File: config.mk
export PLATFORM = sky130hd
export DESIGN_NAME = sram_arbiter
export DESIGN_NICKNAME = d
export VERILOG_FILES = /design/src/rtl/sram_arbiter.sv
export SDC_FILE = /design/constraint.sdc
export NUM_CORES = 1
export LEC_CHECK = 0
export CAP_MARGIN = 20
export CORE_ASPECT_RATIO = 0.75
export CORE_UTILIZATION = 36
export DETAILED_ROUTE_END_ITERATION = 12
export GPL_TIMING_DRIVEN = 0
export PLACE_DENSITY_LB_ADDON = 0.12
export SYNTH_ARGS = -nofsm -noshare
export SYNTH_HDL_FRONTEND = slang
export SYNTH_SLANG_ARGS = --single-unit
File: constraint.sdc
create_clock -name clk -period 2.3 [get_ports clk]
set_input_delay 0.345 -clock clk [delete_from_list [all_inputs] [get_ports clk]]
set_output_delay 0.345 -clock clk [all_outputs]
set_load 0.02 [all_outputs]
File: src/rtl/sram_arbiter.sv
// Single-port SRAM arbiter: shares one 1Mx16 async SRAM between a frame writer and a
// template-matcher reader, with write priority, bounded read starvation and bus turnaround.
module sram_arbiter #(
    parameter int MAX_WR_RUN = 8
) (
    input  logic        clk,
    input  logic        rst_n,
    input  logic        wr_req,
    input  logic [19:0] wr_addr,
    input  logic [15:0] wr_data,
    output logic        wr_gnt,
    input  logic        rd_req,
    input  logic [19:0] rd_addr,
    output logic        rd_gnt,
    output logic        rd_valid,
    output logic [15:0] rd_data,
    input  logic        frame_done,
    input  logic        tm_busy,
    output logic        tm_start,
    output logic [19:0] sram_addr,
    output logic [15:0] sram_dq_o,
    output logic        sram_dq_oe,
    input  logic [15:0] sram_dq_i,
    output logic        sram_we_n,
    output logic        sram_oe_n,
    output logic        sram_ce_n
);

    typedef enum logic [1:0] {IDLE, WRITE, READ, TURN} state_t;

    localparam logic [7:0] RUN_LIMIT = 8'(MAX_WR_RUN);

    state_t      state;
    state_t      state_next;
    logic        active;
    logic [7:0]  run_cnt;
    logic        rd_pend;
    logic        start_pend;
    logic        run_full;

    // A waiting read has watched MAX_WR_RUN writes go by: writes must yield once.
    assign run_full = rd_req && (run_cnt == RUN_LIMIT);

    always_comb begin
        wr_gnt     = 1'b0;
        rd_gnt     = 1'b0;
        state_next = IDLE;
        if (active) begin
            if (wr_req && !run_full) begin
                wr_gnt     = 1'b1;
                state_next = WRITE;
            end else if (rd_req && state != WRITE) begin
                rd_gnt     = 1'b1;
                state_next = READ;
            end else if (rd_req) begin
                state_next = TURN;
            end
        end
    end

    always_ff @(posedge clk or negedge rst_n) begin
        if (!rst_n) begin
            state      <= IDLE;
            active     <= 1'b0;
            run_cnt    <= 8'd0;
            rd_pend    <= 1'b0;
            rd_valid   <= 1'b0;
            rd_data    <= 16'd0;
            start_pend <= 1'b0;
            tm_start   <= 1'b0;
            sram_addr  <= 20'd0;
            sram_dq_o  <= 16'd0;
            sram_dq_oe <= 1'b0;
            sram_we_n  <= 1'b1;
            sram_oe_n  <= 1'b1;
            sram_ce_n  <= 1'b1;
        end else begin
            state     <= state_next;
            active    <= 1'b1;
            sram_ce_n <= 1'b0;

            if (wr_gnt) begin
                sram_addr  <= wr_addr;
                sram_dq_o  <= wr_data;
                sram_dq_oe <= 1'b1;
                sram_we_n  <= 1'b0;
                sram_oe_n  <= 1'b1;
            end else if (rd_gnt) begin
                sram_addr  <= rd_addr;
                sram_dq_oe <= 1'b0;
                sram_we_n  <= 1'b1;
                sram_oe_n  <= 1'b0;
            end else begin
                sram_dq_oe <= 1'b0;
                sram_we_n  <= 1'b1;
                sram_oe_n  <= 1'b1;
            end

            // rd_pend marks the cycle the SRAM is driving read data onto DQ.
            rd_pend  <= rd_gnt;
            rd_valid <= rd_pend;
            if (rd_pend) begin
                rd_data <= sram_dq_i;
            end

            if (!rd_req || rd_gnt) begin
                run_cnt <= 8'd0;
            end else if (wr_gnt && run_cnt != RUN_LIMIT) begin
                run_cnt <= run_cnt + 8'd1;
            end

            if ((start_pend || frame_done) && !tm_busy) begin
                tm_start   <= 1'b1;
                start_pend <= 1'b0;
            end else begin
                tm_start <= 1'b0;
                if (frame_done) begin
                    start_pend <= 1'b1;
                end
            end
        end
    end

endmodule

==> results of run 1 <==
[layout make-up]
class                   instances  share of cell area [%]
repair buffers                147                    30.3
inverters                       5                   0.390
well taps                     105                    2.73
flip-flops and latches         71                    37.0
clock buffers                  10                    2.86
plain buffers                   6                   0.832
multi-input cells             124                    24.7
clock inverters                 5                    1.22
[per-layer routing]
layer	part of all wire, %	up-vias	track usage, %	wire (um)
met5	0	-	0	0
met2	48	73	28.3	3250
met3	9.5	6	8.27	640
met4	0.67	0	4.11	45
li1	-	1027	-	-
met1	42	1050	19.6	2790
[worst paths after layout]
path,start,end,slack [ns]
setup reg to reg,run_cnt[1]$_DFFE_PN0P_,sram_addr[10]$_DFFE_PN0P_,0.18
max in group asynchronous,rst_n,sram_oe_n$_DFF_PN1_,1.40
setup / recovery,run_cnt[1]$_DFFE_PN0P_,rd_gnt,0.17
hold reg to reg,rd_pend$_DFF_PN0_,rd_valid$_DFF_PN0_,0.37
hold / removal,rd_pend$_DFF_PN0_,rd_valid$_DFF_PN0_,0.37
min in group asynchronous,rst_n,sram_ce_n$_DFF_PN1_,0.52
[logic make-up (layout without fill, tap and decap cells)]
group	Yosys count	after routing	synth area share, %
compound gates	10	10	1.91
mux	73	73	28.5
fa+ha+maj	2	2	0.830
flops	71	71	59.1
xor+xnor	6	6	1.74
buf+inv	13	173	2.20
simple gates	31	31	5.48
other cells	2	2	0.249
[power breakdown]
group | leakage, nW | switching, mW | internal (mW)
logic | 1.05 | 0.442 | 0.598
clock network | 0.0944 | 0.443 | 0.524
registers | 0.858 | 0.0823 | 1.43
[what timing repair did]
action | CTS | global route
pin swaps | 2 | 1
setup buffers | 5 | 2
hold buffers | 1 | 0
resized for setup | 11 | 7
setup endpoints to repair | 2 | 22
endpoints found under the hold margin | 1 | 0
cloned | 1 | 0
[state kept, by name, indices dropped and copies added, names as in the netlist]
register	flops
active	1
tm_start	1
sram_ce_n	1
sram_dq_oe	1
run_cnt	8
rd_data	16
rd_valid	1
state	2
start_pend	1
sram_addr	20
rd_pend	1
sram_oe_n	1
sram_we_n	1
sram_dq_o	16
[through the flow]
stage	total power [mW]	cell area, um^2
2_1_floorplan	2.00	3010
6_report	3.52	4810
3_3_place_gp	2.55	4520
3_5_place_dp	2.57	4540
4_1_cts	3.57	4800
5_1_grt	3.71	4810
[cell usage in the layout (no fill, tap or decap), types with 3 or more instances in the layout]
cell             instances
buf_4                    9
clkbuf_2                 3
clkbuf_8                10
clkdlybuf4s50_1        134
dfrtp_1                 68
dfstp_2                  3
inv_1                    5
mux2_2                  62
mux2_4                  10
nand2_1                  7
nor2_1                  11
xnor2_1                  6
[worst max-delay path, stage by stage (launching register included)]
cell and delay (ns):
dfrtp_1 0.42, inv_1 0.07, ha_1 0.14, nor4b_4 0.31
a21oi_2 0.12, nor2_2 0.11, and2_1 0.15, buf_4 0.14
==> impl_metrics.py, run 1 <==
metrics = {
    "floorplan": {
        "fp.dieW_um": 108,
        "pin_count": 138,
        "fp.dieArea_mm2": 0.00874,
        "core_mm2": 0.00799,
        "placementRows": 28,
        "floorplan.initialDensity_pct": 37.7,
        "chipHeight_um": 81.2,
    },
    "yosys": {
        "syn-instance-count": 208,
        "post_synth_instance_area_mm2": 0.00301,
        "synth.ff_latch_count": 71,
        "synth_commonest_cells": "dfrtp_1, mux2_2, nor2_1, mux2_4, nand2_1",
        "synth_top_area_share_pct": 56.5,
        "dominantRegCellSynth": "dfrtp_1",
        "synth_top_cells_by_area": "dfrtp_1, mux2_2, mux2_4",
        "postSynth.asyncResetShare_pct": 100,
        "synth_fp_nets": 288,
        "synthDominantAreaCellType": "dfrtp_1",
        "synth_cell_types": 30,
        "synth-edff-count": 0,
        "warnings_synthesis": 0,
        "seq_area_frac_synth_pct": 59.1,
        "synth_most_common_cell": "dfrtp_1",
        "avg_cell_area_syn_um2": 14.5,
    },
    "grt": {
        "grt_max_degree": 71,
        "grt_pass1_wl_mm": 11.2,
        "global_route.overflow_total": 0,
        "grt_antenna_before_repair": 0,
        "grt_pass1_vias": 2303,
        "grtUsageTotal_pct": 16.9,
    },
    "drt": {
        "finalWirelength_mm": 6.73,
        "post_drt_via_cell_ratio": 4.56,
        "dr_iter_0_viols": 45,
        "antenna_left": 0,
        "vias": 2156,
        "remaining_drc_errors": 0,
        "routed_wire_length_per_instance_um": 14.2,
        "drt-pass1-iter-count": 4,
    },
    "cts": {
        "clkTransAtPathRegs_ns": 0.07,
        "tritoncts": "yes",
        "clock_tree.root_cell": "clkbuf_8",
        "cts_max_path_buffers": 2,
        "number_of_clock_sinks": 71,
        "clk-insertion-delay-late_ns": 0.33,
        "cts_max_level": 3,
        "cts_inserted_buffers": 9,
    },
    "status": {
        "outcome": "completed",
    },
    "setup_path": {
        "critical_path_type": "reg2out",
        "crit_path_end_kind": "output port",
        "crit_required_ns": 1.96,
        "critPathArrivalTime_ns": 1.78,
        "crit_path_max_fanout": 4,
        "worstSetupStartpointType": "flip-flop",
        "worstRegToRegCells": 8,
    },
    "sta": {
        "holdWs_ns": 0.369,
        "fin_crit_ns": 2.13,
        "setup_violations": 0,
        "skew_ns": 0.00875,
        "period_share_pct": 92.5,
        "worst_slew_pin_slew_ns": 0.581,
        "final.setup.worst_slack_ns": 0.173,
        "timing_hold_violations_final": 0,
        "timing.final.max_slew_violations": 0,
        "rsz0062_at_grt": "true",
        "timing.fmax_ghz": 0.470,
        "setup_total_negative_slack_ns": 0,
        "timing.max_slew.rel_slack_pct": 61.0,
    },
    "final_layout": {
        "syn2layout_area_growth_pct": 59.7,
        "seq_area_mm2": 0.00178,
        "final_net_count": 444,
        "finish.utilization_pct": 60.2,
        "layoutNonFillerInstCount": 473,
        "insertedDiodeCount": 0,
        "drive_gt1_share_pct": 30.2,
        "multi_input_comb_area_mm2": 0.00119,
        "n_fill_cell": 665,
    },
    "place": {
        "globalplace.congestion": 0.760,
        "post-dp-hpwl_mm": 4.90,
        "placed_cells": 451,
        "placement_setup_slack_ns": -0.583,
        "buffers_added_on_ports": 137,
    },
    "pwr": {
        "power.leakage_nw": 2.00,
        "power_per_cell_area_mw_per_mm2": 731,
        "worst_ir_drop_vdd_mv": 0.387,
    },
    "job": {
        "drv_cap": 0,
    },
    "worst_hold_path": {
        "min-delay-path-class": "reg2reg",
        "worst_hold_path.num_cells": 0,
    },
}
Note: power is estimated with default switching activity, not from simulation.
==> inputs of run 2 (changes only) <==
Settings changed: MAX_ROUTING_LAYER set to met4, SLEW_MARGIN set to 20.
==> impl_metrics.py, run 2 (synthesized netlist as in run 1, its figures left out) <==
metrics = {
    "status": {
        "outcome": "completed",
    },
    "setup_path": {
        "crit_path_max_fanout": 10,
        "crit_path_end_kind": "flip-flop",
        "crit_required_ns": 2.51,
        "setup.reg_to_reg.worst_slack_ns": 0.04,
        "worstSetupStartpointType": "flip-flop",
        "worstRegToRegCells": 9,
        "critical_path_type": "reg2reg",
        "critPathArrivalTime_ns": 2.48,
    },
    "grt": {
        "grt_pass1_wl_mm": 10.8,
        "grt_pass1_vias": 2263,
        "groute.layer.met2.usage_pct": 26.8,
        "grt_util_met1_pct": 20.0,
        "global_route.overflow_total": 0,
        "grt_antenna_before_repair": 0,
        "grt.met3_usage_pct": 6.74,
        "grt-busiest-layer": "met2",
        "grtUsageTotal_pct": 17.0,
        "grt_max_degree": 44,
    },
    "cts": {
        "cts_max_path_buffers": 2,
        "clk-insertion-delay-late_ns": 0.33,
        "clkTransAtPathRegs_ns": 0.07,
        "cts_inserted_buffers": 9,
        "clock_tree.root_cell": "clkbuf_8",
        "tritoncts": "yes",
        "number_of_clock_sinks": 71,
        "cts_max_level": 3,
    },
    "sta": {
        "rsz0062_at_grt": "true",
        "fin_crit_ns": 2.26,
        "setup_violations": 0,
        "timing.fmax_ghz": 0.442,
        "timing.final.max_slew_violations": 0,
        "worst_slew_pin_slew_ns": 0.582,
        "skew_ns": 0.00649,
        "timing.max_slew.rel_slack_pct": 61.0,
        "setup_total_negative_slack_ns": 0,
        "period_share_pct": 98.4,
        "final.setup.worst_slack_ns": 0.0373,
        "timing_hold_violations_final": 0,
    },
    "floorplan": {
        "chipHeight_um": 81.2,
        "fp.dieW_um": 108,
        "fp.dieArea_mm2": 0.00874,
        "floorplan.initialDensity_pct": 37.7,
        "core_mm2": 0.00799,
        "placementRows": 28,
        "pin_count": 138,
    },
    "pwr": {
        "power.leakage_nw": 2.00,
        "power_per_cell_area_mw_per_mm2": 729,
        "p_sw_share_pct": 27.4,
        "switching_power_uw": 963,
        "p_seq_share_pct": 43.0,
        "worst_ir_drop_vdd_mv": 0.436,
        "internal_power_mw": 2.55,
        "clock_power_share_pct": 27.3,
        "power.share.combinational_pct": 29.7,
    },
    "final_layout": {
        "drive_gt1_share_pct": 30.2,
        "layoutNonFillerInstCount": 473,
        "largest_regs": "sram_addr (20), rd_data (16), sram_dq_o (16)",
        "largest-register": "sram_addr",
        "largest_register_ffs": 20,
        "syn2layout_area_growth_pct": 60.1,
        "final_common_cell": "clkdlybuf4s50_1",
        "final_net_count": 443,
        "mostFrequentLayoutCells": "clkdlybuf4s50_1, dfrtp_1, mux2_2",
        "insertedDiodeCount": 0,
    },
    "place": {
        "buffers_added_on_ports": 137,
        "globalplace.congestion": 0.770,
        "placed_cells": 451,
        "post-dp-hpwl_mm": 4.90,
        "placement_setup_slack_ns": -0.606,
    },
    "drt": {
        "dr_iter_0_viols": 38,
        "post_drt_via_cell_ratio": 4.61,
        "drt-pass1-iter-count": 4,
        "routed_wire_length_per_instance_um": 14.1,
        "vias": 2182,
        "finalWirelength_mm": 6.66,
        "remaining_drc_errors": 0,
        "antenna_left": 0,
    },
    "job": {
        "drv_cap": 0,
    },
    "worst_hold_path": {
        "worst_hold_path.num_cells": 0,
        "min-delay-path-class": "reg2reg",
    },
}
==> run 2: cell count changes in the layout (fill, tap and decap cells not counted), sizes merged <==
cell    before  now
clkbuf      14   13
clkinv       2    3
==> run 2: stage by stage <==
step                power [mW]  util [%]  hold WS (ns)  cell area, um^2
floorplan                 2.00         -        0.0494             3010
global placement          2.55      56.5         0.360             4520
detailed placement        2.57      56.8         0.298             4540
CTS                       3.58      60.1         0.373             4800
global route              3.71      60.4         0.396             4820
finish                    3.51      60.4         0.378             4820
==> run 2: layer usage <==
layer,routed length (um),part of all wire [%]
met1,2870,43
met3,525,7.9
met2,3220,48
met5,0,0
met4,48,0.72
==> run 2: worst max-delay path, stage by stage, from the launching register on <==
cell and delay, ns:
dfrtp_1 0.42, inv_1 0.07, ha_1 0.14, nor4b_4 0.34, a31oi_4 0.17, buf_6 0.16
buf_6 0.14, buf_12 0.15, mux2_4 0.29, mux2_2 0.27
==> run 2: timing repair <==
item,4_1_cts,5_1_grt
setup buffers,4,1
hold buffers,1,0
resized for setup,13,10
endpoints found under the hold margin,26,0
setup endpoints to repair,2,22
pin swaps,2,1
cloned,1,0
==> run 2: path summary, 6_finish.rpt <==
check | endpoint | start
worst min register to register | rd_valid$_DFF_PN0_ | rd_pend$_DFF_PN0_
worst max-delay path | sram_addr[18]$_DFFE_PN0P_ | run_cnt[1]$_DFFE_PN0P_
worst min-delay path | rd_valid$_DFF_PN0_ | rd_pend$_DFF_PN0_
worst max register to register | sram_addr[18]$_DFFE_PN0P_ | run_cnt[1]$_DFFE_PN0P_
max in group asynchronous | sram_oe_n$_DFF_PN1_ | rst_n
min in group asynchronous | sram_addr[11]$_DFFE_PN0P_ | rst_n
==> run 2: power by group through the flow <==
stage	logic, mW	clock network (mW)	registers [mW]
floorplan	0.247	0	1.75
detailed placement	1.03	0	1.54
CTS	1.05	1.01	1.51
finish	1.04	0.960	1.51
global placement	1.02	0	1.53
global route	1.11	1.06	1.54
==> run 2: area by class of cell <==
cell class | count | area, um^2
fill | 673 | 3160
tap | 105 | 131
inverter | 5 | 18.8
timing repair buffer | 145 | 1450
sequential | 71 | 1780
multi-input combinational | 124 | 1190
clock buffer | 10 | 138
buffer | 7 | 60.1
clock inverter | 6 | 60.1
==> inputs of run 3 (changes only) <==
Settings changed: CORE_MARGIN set to 2.
==> impl_metrics.py, run 3 (synthesized netlist as in run 1, its figures left out) <==
metrics = {
    "floorplan": {
        "fp.dieW_um": 110,
        "placementRows": 28,
        "fp.dieArea_mm2": 0.00912,
        "chipHeight_um": 83.2,
        "pin_count": 138,
        "floorplan.initialDensity_pct": 37.7,
        "core_mm2": 0.00799,
    },
    "worst_hold_path": {
        "min-delay-path-class": "reg2reg",
        "hold_path_startpoint": "rd_pend$_DFF_PN0_",
        "worst_hold_path.num_cells": 0,
        "worstHoldEndpoint": "rd_valid$_DFF_PN0_",
    },
    "pwr": {
        "p_seq_share_pct": 42.9,
        "power_per_cell_area_mw_per_mm2": 729,
        "internal_power_mw": 2.56,
        "switching_power_uw": 966,
        "clock_power_share_pct": 27.4,
        "worst_ir_drop_vdd_mv": 0.526,
        "design_power_total_mw": 3.53,
        "power.leakage_nw": 2.02,
        "power.share.combinational_pct": 29.6,
        "p_sw_share_pct": 27.4,
    },
    "cts": {
        "clk-insertion-delay-late_ns": 0.33,
        "cts_max_path_buffers": 2,
        "clock_tree.root_cell": "clkbuf_8",
        "cts_inserted_buffers": 9,
        "tritoncts": "yes",
        "cts_max_level": 3,
        "number_of_clock_sinks": 71,
        "clkTransAtPathRegs_ns": 0.07,
    },
    "final_layout": {
        "final_net_count": 447,
        "final_common_cell": "clkdlybuf4s50_1",
        "drive_gt1_share_pct": 30.1,
        "mostFrequentLayoutCells": "clkdlybuf4s50_1, dfrtp_1, mux2_2",
        "largest_register_ffs": 20,
        "n_fill_cell": 678,
        "syn2layout_area_growth_pct": 60.5,
        "insertedDiodeCount": 0,
        "largest-register": "sram_addr",
        "largest_regs": "sram_addr (20), rd_data (16), sram_dq_o (16)",
    },
    "setup_path": {
        "worstSetupStartpointType": "flip-flop",
        "critPathLaunch": "run_cnt[0]$_DFFE_PN0P_",
        "crit_path_max_fanout": 3,
        "crit_required_ns": 1.96,
        "worstRegToRegCells": 8,
        "crit_path_end_kind": "output port",
        "critPathArrivalTime_ns": 1.83,
        "crit-reg2reg-capture": "sram_addr[17]$_DFFE_PN0P_",
        "critical_path_type": "reg2out",
        "r2r-start": "run_cnt[0]$_DFFE_PN0P_",
        "setup.reg_to_reg.worst_slack_ns": 0.17,
    },
    "drt": {
        "finalWirelength_mm": 6.88,
        "routed_wire_length_per_instance_um": 14.4,
        "drt-pass1-iter-count": 4,
        "dr_iter_0_viols": 47,
        "antenna_left": 0,
        "remaining_drc_errors": 0,
        "post_drt_via_cell_ratio": 4.61,
        "vias": 2201,
    },
    "sta": {
        "skew_ns": 0.00977,
        "rsz0062_at_grt": "true",
        "fin_crit_ns": 2.17,
        "timing.fmax_ghz": 0.460,
        "timing.max_slew.rel_slack_pct": 60.9,
        "period_share_pct": 94.5,
        "timing.final.max_slew_violations": 0,
        "setup_violations": 0,
        "timing_hold_violations_final": 0,
        "worst_slew_pin_slew_ns": 0.582,
        "setup_total_negative_slack_ns": 0,
    },
    "grt": {
        "global_route.overflow_total": 0,
        "grt_pass1_vias": 2268,
        "grt_max_degree": 53,
        "grt_pass1_wl_mm": 11.0,
        "grt_antenna_before_repair": 0,
        "grtUsageTotal_pct": 16.2,
    },
    "status": {
        "outcome": "completed",
    },
    "place": {
        "globalplace.congestion": 0.842,
        "post-dp-hpwl_mm": 5.02,
        "buffers_added_on_ports": 137,
    },
    "job": {
        "drv_cap": 0,
    },
}
[run 3: cell count changes in the layout (fill, tap and decap cells not counted), sizes merged]
cell,delta
buf,+4
clkbuf,+3
clkinv,-2
clkinvlp,-1
[run 3: how the worst max path moves through the flow]
stage	end	slack, ns	cells past startpoint
floorplan	sram_dq_o[10]$_DFFE_PN0N_	0.30	7
CTS	rd_gnt	0.04	7
detailed placement	wr_gnt	-0.56	6
global placement	rd_data[4]$_DFFE_PN0P_	-1.63	1
global route	rd_gnt	-0.05	7
finish	rd_gnt	0.13	7
[run 3: what timing repair did]
item,CTS,global route
hold endpoints to repair,18,0
cloned,0,1
hold buffers,1,0
setup buffers,4,5
pin swaps,1,2
endpoints found under the setup margin,2,22
resized for setup,9,11
[run 3: per-stage QoR]
step | instances | util (%) | hold WS, ns | setup slack, ns | instance area, um^2
after floorplan | 208 | - | 0.0494 | 0.303 | 3010
after global placement | 450 | 56.5 | 0.360 | -1.63 | 4520
after detailed placement | 451 | 56.8 | 0.250 | -0.561 | 4540
after CTS | 471 | 59.9 | 0.392 | 0.0389 | 4780
after global routing | 477 | 60.5 | 0.401 | -0.0522 | 4840
final | 477 | 60.5 | 0.382 | 0.127 | 4840
[run 3: routing by layer]
layer / routed length [um] / global-route usage (%)
met2: 3080 / 23.6
met5: 0 / -
met1: 3080 / 20.1
met3: 646 / 8.16
met4: 71 / 3.57
[run 3: area by class of cell]
| type | instances | area (um^2) | share of cell area (%) |
|---|---|---|---|
| plain buffers | 7 | 55.1 | 1.14 |
| multi-input cells | 124 | 1190 | 24.6 |
| well taps | 105 | 131 | 2.72 |
| inverters | 5 | 18.8 | 0.388 |
| repair buffers | 149 | 1470 | 30.4 |
| clock inverters | 3 | 42.5 | 0.880 |
| clock buffers | 13 | 149 | 3.08 |
| flip-flops and latches | 71 | 1780 | 36.8 |
[run 3: power by group through the flow]
stage / combinational [mW] / clock [mW] / sequential (mW)
after global placement: 1.02 / 0 / 1.53
after global routing: 1.11 / 1.08 / 1.54
after detailed placement: 1.04 / 0 / 1.54
final: 1.05 / 0.967 / 1.51
after CTS: 1.05 / 1.01 / 1.52
after floorplan: 0.247 / 0 / 1.75
[run 3: worst max-delay path, cell delays in order (launching register included)]
cell     delay [ns]
dfrtp_1        0.39
inv_1          0.06
ha_1           0.14
nor4b_4        0.32
a21oi_2        0.12
nor2_2         0.14
and2_1         0.16
buf_4          0.15
